`config.mk`:
```
export PLATFORM = sky130hd
export DESIGN_NAME = uart_rx_fifo
export DESIGN_NICKNAME = d
export VERILOG_FILES = /design/src/rtl/uart_rx_fifo.sv
export SDC_FILE = /design/constraint.sdc
export NUM_CORES = 1
export LEC_CHECK = 0
export BUFFER_PORTS_ARGS = -buffer_cell sky130_fd_sc_hd__buf_2
export CAP_MARGIN = 25
export CELL_PAD_IN_SITES_DETAIL_PLACEMENT = 1
export CELL_PAD_IN_SITES_GLOBAL_PLACEMENT = 1
export CORE_MARGIN = 5
export CORE_UTILIZATION = 56
export DETAILED_ROUTE_END_ITERATION = 8
export PLACE_DENSITY_LB_ADDON = 0.05
export SETUP_SLACK_MARGIN = 0.15
export SLEW_MARGIN = 20
export SYNTH_ARGS = -nofsm -noshare
export SYNTH_HDL_FRONTEND = slang
export SYNTH_SLANG_ARGS = --single-unit
```
`constraint.sdc`:
```
create_clock -name clk -period 5.18 [get_ports clk]
set_input_delay 1.036 -clock clk [delete_from_list [all_inputs] [get_ports clk]]
set_output_delay 1.036 -clock clk [all_outputs]
set_load 0.005 [all_outputs]
```
`src/rtl/uart_rx_fifo.sv`:
```
// 8N1 serial receiver with a small byte FIFO and a one-byte-at-a-time strobe interface.
// Line errors surface as status (ferr pulse, sticky overrun) and are never delivered as data.
//
// state  | meaning
// IDLE   | line idle, waiting for a low level on rxs
// START  | timing to the middle of the start bit to reject glitches
// DATA   | sampling 8 data bits LSB first at mid-bit
// STOPB  | sampling the stop bit; high pushes the byte, low flags a framing error
// BREAK  | line held low after a framing error, waiting for it to return high
module uart_rx_fifo #(
   parameter int CLKS_PER_BIT = 217,
   parameter int DEPTH_LOG2   = 4
) (
   input  logic                  clk,
   input  logic                  reset,
   input  logic                  rx,
   input  logic                  hold,
   input  logic                  clr_err,
   output logic [7:0]            out,
   output logic                  stop,
   output logic [DEPTH_LOG2:0]   count,
   output logic                  ferr,
   output logic                  overrun
);

   localparam int TW = $clog2(CLKS_PER_BIT);
   localparam logic [TW-1:0] T_FULL = TW'(CLKS_PER_BIT - 1);
   localparam logic [TW-1:0] T_HALF = TW'(CLKS_PER_BIT / 2 - 1);
   localparam logic [TW-1:0] T_ONE  = TW'(1);
   localparam logic [DEPTH_LOG2-1:0] PTR_ONE = DEPTH_LOG2'(1);
   localparam logic [DEPTH_LOG2:0]   CNT_ONE = (DEPTH_LOG2 + 1)'(1);

   typedef enum logic [2:0] {S_IDLE, S_START, S_DATA, S_STOPB, S_BREAK} state_t;

   state_t                  state, state_nxt;
   logic [TW-1:0]           tmr, tmr_nxt;
   logic [2:0]              bit_idx, bit_nxt;
   logic [7:0]              shreg, shreg_nxt;
   logic                    rx_meta, rxs;
   logic                    push, push_ok, pop, ferr_nxt;
   logic [DEPTH_LOG2-1:0]   wr_ptr, rd_ptr;
   logic [7:0]              mem [2**DEPTH_LOG2];

   always_ff @(posedge clk) begin
      if (!reset) begin
         rx_meta <= 1'b1;
         rxs     <= 1'b1;
         state   <= S_IDLE;
         tmr     <= '0;
         bit_idx <= '0;
         shreg   <= '0;
         ferr    <= 1'b0;
      end else begin
         rx_meta <= rx;
         rxs     <= rx_meta;
         state   <= state_nxt;
         tmr     <= tmr_nxt;
         bit_idx <= bit_nxt;
         shreg   <= shreg_nxt;
         ferr    <= ferr_nxt;
      end
   end

   always_comb begin
      state_nxt = state;
      tmr_nxt   = tmr;
      bit_nxt   = bit_idx;
      shreg_nxt = shreg;
      push      = 1'b0;
      ferr_nxt  = 1'b0;
      case (state)
         S_IDLE:
            if (!rxs) begin
               state_nxt = S_START;
               tmr_nxt   = T_HALF;
            end
         S_START:
            if (tmr == '0) begin
               if (rxs) begin
                  state_nxt = S_IDLE;
               end else begin
                  state_nxt = S_DATA;
                  tmr_nxt   = T_FULL;
                  bit_nxt   = 3'd0;
               end
            end else begin
               tmr_nxt = tmr - T_ONE;
            end
         S_DATA:
            if (tmr == '0) begin
               shreg_nxt = {rxs, shreg[7:1]};
               tmr_nxt   = T_FULL;
               bit_nxt   = bit_idx + 3'd1;
               if (bit_idx == 3'd7) state_nxt = S_STOPB;
            end else begin
               tmr_nxt = tmr - T_ONE;
            end
         S_STOPB:
            if (tmr == '0) begin
               if (rxs) begin
                  push      = 1'b1;
                  state_nxt = S_IDLE;
               end else begin
                  ferr_nxt  = 1'b1;
                  state_nxt = S_BREAK;
               end
            end else begin
               tmr_nxt = tmr - T_ONE;
            end
         S_BREAK:
            if (rxs) state_nxt = S_IDLE;
         default:
            state_nxt = S_IDLE;
      endcase
   end

   // A full FIFO still accepts a push when the head leaves in the same cycle.
   assign pop     = (count != '0) && !hold && !stop;
   assign push_ok = push && (!count[DEPTH_LOG2] || pop);

   always_ff @(posedge clk) begin
      if (push_ok) mem[wr_ptr] <= shreg;
   end

   always_ff @(posedge clk) begin
      if (!reset) begin
         wr_ptr  <= '0;
         rd_ptr  <= '0;
         count   <= '0;
         out     <= '0;
         stop    <= 1'b0;
         overrun <= 1'b0;
      end else begin
         stop <= pop;
         if (push_ok) wr_ptr <= wr_ptr + PTR_ONE;
         if (pop) begin
            out    <= mem[rd_ptr];
            rd_ptr <= rd_ptr + PTR_ONE;
         end
         case ({push_ok, pop})
            2'b10:   count <= count + CNT_ONE;
            2'b01:   count <= count - CNT_ONE;
            default: count <= count;
         endcase
         if (clr_err)
            overrun <= 1'b0;
         else if (push && !push_ok)
            overrun <= 1'b1;
      end
   end

endmodule

```
* Word-level counts from Yosys, hierarchy flattened
Memory sizes are Yosys's and may differ from the RTL's. A register that Yosys moved wholly into a read port is not among the register bits. Index checks and enable logic that the tools add are counted.
Cells by class: add/sub/neg operators 6, equality and inequality tests 16, mux-type cells 26, bitwise gates (word level) 1, reduce and logical (&&, ||, !) cells 22
Operators by type and width (count):
- $mux W8 | 5
- $pmux W8 S4 | 1
- $mux W3 | 10
- $ne A2 B2 Y1 const B | 8
- $pmux W3 S5 | 1
- $pmux W5 S2 | 1
- $add A4 B1 Y4 const B | 2
- $logic_not A8 Y1 | 1
- $reduce_and A4 Y1 | 2
- $sub A8 B1 Y8 const B | 1
- $eq A3 B2 Y1 const B | 2
- $eq A3 B3 Y1 const B | 2
- $mux W1 | 6
- $pmux W3 S2 | 1
- $reduce_and A6 Y1 | 1
- $add A5 B1 Y5 const B | 1
- $logic_not A1 Y1 | 5
- $reduce_bool A5 Y1 | 1
- $sub A5 B1 Y5 const B | 1
- $logic_and A1 B1 Y1 | 4
- $reduce_bool A2 Y1 | 2
- $reduce_bool A4 Y1 | 1
- $add A3 B1 Y3 const B | 1
- $eq A3 B1 Y1 const B | 1
- other kinds (10) | 10
Word-level totals: register bits 40, bits in writable memories 128, input bits 5, output and inout port bits 16, word-level logic and storage cells 84, memories kept 1
Memory list:
- mem | words 16, bits a word 8, read ports 1, clocked after Yosys merged registers in 1, wr ports 1, line 42 | logic [7:0] mem [2**DEPTH_LOG2];

* Longest topological paths before layout
depth in word-level cells 7, depth in mapped cells 15, depth with buffers taken out 14

* Worst setup path before layout
OpenSTA, ideal clock, no wires.
kind input to register, from in hold, to reg count[4], setup time 0.118 ns, data arrival time 3.281 ns, required time 5.062 ns, slack 1.781 ns, stages on the path 12, path buffers 1, cells stage by stage o21a_1 nor4_4 and2_1 buf_4 inv_1 ha_1 ha_1 nor2b_1 o21ai_0 a21oi_1 or3b_2 mux2i_1
Between the ends: cells in the longest elaborated chain, start to end 7, elaborated cells between the ends (all ways) 9, classes of those cells 2 x eq/ne; 1 x mux; 6 x reduce/logical
Ends and longest elaborated chain:
- start: declaration | line 17 | input logic hold,
- $logic_not A1 Y1 * | line 118 | assign pop = (count != '0) && !hold && !stop;
- $logic_and A1 B1 Y1 * (2 in a row) | line 118
- $logic_or A1 B1 Y1 | line 119 | assign push_ok = push && (!count[DEPTH_LOG2] || pop);
- $logic_and A1 B1 Y1 | line 119
- $eq A2 B1 Y1 / $eq A2 B2 Y1 (equally long branches) | line 140 | case ({push_ok, pop})
- $pmux W5 S2 / $reduce_bool A2 Y1 (equally long branches)
- end signal: assignment | line 141 | 2'b10: count <= count + CNT_ONE;
- end signal: assignment | line 142 | 2'b01: count <= count - CNT_ONE;
- end signal: assignment | line 143 | default: count <= count;
- end: declaration | line 21 | output logic [DEPTH_LOG2:0] count,
Every way passes the cells marked *; elsewhere a longest branch is shown, timed or not. A chain may end at the register's enable or synchronous reset.

* Worst setup path after layout
from reg count[0], to reg count[4]
Between the ends: cells in the longest elaborated chain, start to end 7, elaborated cells between the ends (all ways) 11, classes of those cells 2 x add/sub; 2 x eq/ne; 1 x mux; 6 x reduce/logical
Ends and longest elaborated chain:
- $reduce_bool A5 Y1 * | line 118
- $logic_and A1 B1 Y1 * (2 in a row) | line 118
- net pop | line 40 | logic push, push_ok, pop, ferr_nxt;
- $logic_or A1 B1 Y1 | line 119
- $logic_and A1 B1 Y1 | line 119
- $eq A2 B1 Y1 / $eq A2 B2 Y1 (equally long branches) | line 140
- $pmux W5 S2 / $reduce_bool A2 Y1 (equally long branches)
Mark *: on every way through the listed nets, which the timed path passes. The rest lies on a longest branch.

==> impl_metrics.ini <==
[outcome]
status = finished, final reports clean

[routing]
wl_mm = 16.2
avgRoutedWirePerCell_um = 23.6
via_per_inst = 5.96
first_iter_violations = 408
via_count = 4096
ant_nets = 0
dr.pass1.iters = 4
drc = 0

[synthesis]
synthArstFlopShare_pct = 0
yosysTopAreaCell = edfxtp_1
synth-main-ff-cell = edfxtp_1
syn_area_um2 = 7260
ys_types = 56
syn_inst = 485
synth_seq_cells = 176
synth_top_area_share_pct = 53.0
synth_nets = 504
synth_edf_count = 128
yosysSeqAreaShare_pct = 66.2
synthTopCellsByArea = edfxtp_1 53%, dfxtp_1 13%, mux4_2 9.9%, mux2i_1 2.5%, ha_1 2.2%
ys_warn_count = 0
avgSynthCellArea_um2 = 15.0

[sta]
hold_viol = 0
setup_viol = 0
tightest_slew_ns = 1.04
setup_tns_ns = 0
timing.hold.ws_ns = 0.407
period_share_pct = 72.7
drv_slew = 0
skew_ns = 0.00843
rsz0062_at_grt = false
clock.fmax_ghz = 0.265
slew_headroom_pct = 30.4
finalCriticalPeriod_ns = 3.77

[die]
fp.dieH_um = 124
die-area_um2 = 15300
die-width_um = 124
ios = 21
initial_core_util_pct = 57.3
core_um2 = 12700
row_count = 41

[cts]
numCtsBuffers = 17
ctsRootBufferMaster = clkbuf_16
h-tree-depth = 4
cts_tree = built
clk_pin_slew_worst_paths_ns = 0.07
cts.sinks = 176
insertion_delay_ns = 0.43
cts_setup_buffers = 0
hold_buffers = 0
cts_resized = 0
cts_buffer_depth = 2

[critical_path]
crit_buf_inv = 1
r2r_start = count[0]$_SDFFE_PN0P_
slowest_delay_ns = 0.75
cp.required_ns = 5.52
rrSetupSlack_ns = 1.41
worstPathCellList = or4_1 > o21ai_1 > inv_2 > ha_1 > ha_1 > nor2b_1 > o21ai_0 > a21oi_1 > or3b_2 > mux2i_1
arrival_ns = 4.10
r2r.worst_path.cells = 10
cp-end-kind = flip-flop
worstReg2RegEnd = count[4]$_SDFFE_PN0P_
start_kind = flip-flop
worstSetupPathType = flip-flop to flip-flop
cp_top_family = simple AND/OR/NAND/NOR gates
crit_slowest_cell = o21ai_1
crit_top_cell = ha_1
critPathMaxFanout = 11

[layout]
layout_common_cells = 128 x edfxtp_1, 47 x dfxtp_1, 35 x nand2_1
drive_above_1_share_pct = 19.0
synthToLayoutAreaGrowth_pct = 11.6
nets = 521
diodes = 0
final_common_cell = edfxtp_1
final_util_pct = 63.9

[grt]
antenna_found_initial = 0
grt_overflow_total = 0
grt_first_pass_wirelength_mm = 25.8
grtUsageTotal_pct = 23.3
grt_pass1_vias = 4416
grt_max_degree = 54

[power]
power_leakage_nw = 2.70
ir_worst_vdd_uv = 342
cellPowerDensity_nw_per_um2 = 396

[hold_path]
hold_depth = 1
hold_start = rx_meta$_SDFF_PN1_
hold_end = rxs$_SDFF_PN1_
hold_path.class = flip-flop to flip-flop

[place]
portBuffers = 20
gp_congestion = 0.818
dpl.hpwl_mm = 10.5

[flow_run]
cap_viol_max_count = 0
cells by family after synthesis:
family / Yosys count / synth area share [%]
and+or+nand+nor: 135 / 9.59
DFF: 176 / 66.2
xor gates and xnor gates: 11 / 1.33
adders and majority gates: 14 / 2.52
AOI/OAI and AO/OA: 61 / 5.81
muxes: 50 / 12.4
buffers and inverters: 38 / 2.12
worst max-delay path by stage:
stage                                     start                     to  slack [ns]  cells past startpoint
after floorplan                            hold  count[4]$_SDFFE_PN0P_        1.78                     12
after global placement                     hold  count[4]$_SDFFE_PN0P_        1.50                     12
after detailed placement                   hold  count[4]$_SDFFE_PN0P_        1.37                     12
after CTS                 count[0]$_SDFFE_PN0P_  count[4]$_SDFFE_PN0P_        1.44                     10
after global routing      count[0]$_SDFFE_PN0P_  count[4]$_SDFFE_PN0P_        1.23                     10
final                     count[0]$_SDFFE_PN0P_  count[4]$_SDFFE_PN0P_        1.41                     10
registers in the layout, indices dropped and copies added (netlist names):
signal,cells
rd_ptr,4
overrun,1
ferr,1
bit_idx,3
state,3
mem,128
out,8
wr_ptr,4
tmr,8
rx_meta,1
stop,1
rxs,1
count,5
shreg,8
routing by layer:
layer	wire [µm]	share of wire, %	global-route usage, %
met5	0	0	0
met4	221	1.4	7.61
met3	529	3.3	4.63
met2	8600	53	39.4
met1	6880	42	30.3
where the power goes:
part           total [W]  leakage (nW)  switching [W]  internal (W)
Sequential       0.00157          1.57      0.0000514       0.00152
Clock            0.00126         0.284       0.000541      0.000719
Combinational   0.000369         0.843       0.000238      0.000131
Total            0.00320          2.70       0.000830       0.00237
area by class of cell:
type,count,area [µm²]
flip-flops and latches,176,4810
fillers,1197,4580
multi-input cells,271,2310
clock buffers,18,429
well taps,172,215
clock inverters,14,156
repair buffers,24,130
inverters,12,45.0
stage by stage:
| step | power [W] | instance area, µm² | std cells | setup slack [ns] |
|---|---|---|---|---|
| floorplan | 0.00187 | 7260 | 485 | 1.78 |
| global placement | 0.00195 | 7510 | 655 | 1.50 |
| detailed placement | 0.00197 | 7510 | 655 | 1.37 |
| CTS | 0.00322 | 8090 | 687 | 1.44 |
| global route | 0.00334 | 8090 | 687 | 1.23 |
| finish | 0.00320 | 8090 | 687 | 1.41 |
Yosys cell counts, types with 2 or more instances:
master / count
o221ai_1: 8
nor2_1: 28
dfxtp_1: 48
clkbuf_1: 18
nand2_1: 35
nor3b_1: 3
xor2_1: 3
a31oi_1: 2
nand3_1: 18
mux4_2: 32
or3_1: 2
nor2b_1: 7
a21oi_1: 9
a22oi_1: 2
buf_2: 6
ha_1: 13
nand3b_1: 2
o21a_1: 2
a21boi_0: 11
inv_1: 11
nand2b_1: 7
nor3_1: 7
and3_1: 2
xnor2_1: 8
edfxtp_1: 128
and2_1: 13
mux2i_1: 18
nand4_1: 2
o21ai_0: 13
Note: power is estimated with default switching activity, not from simulation.
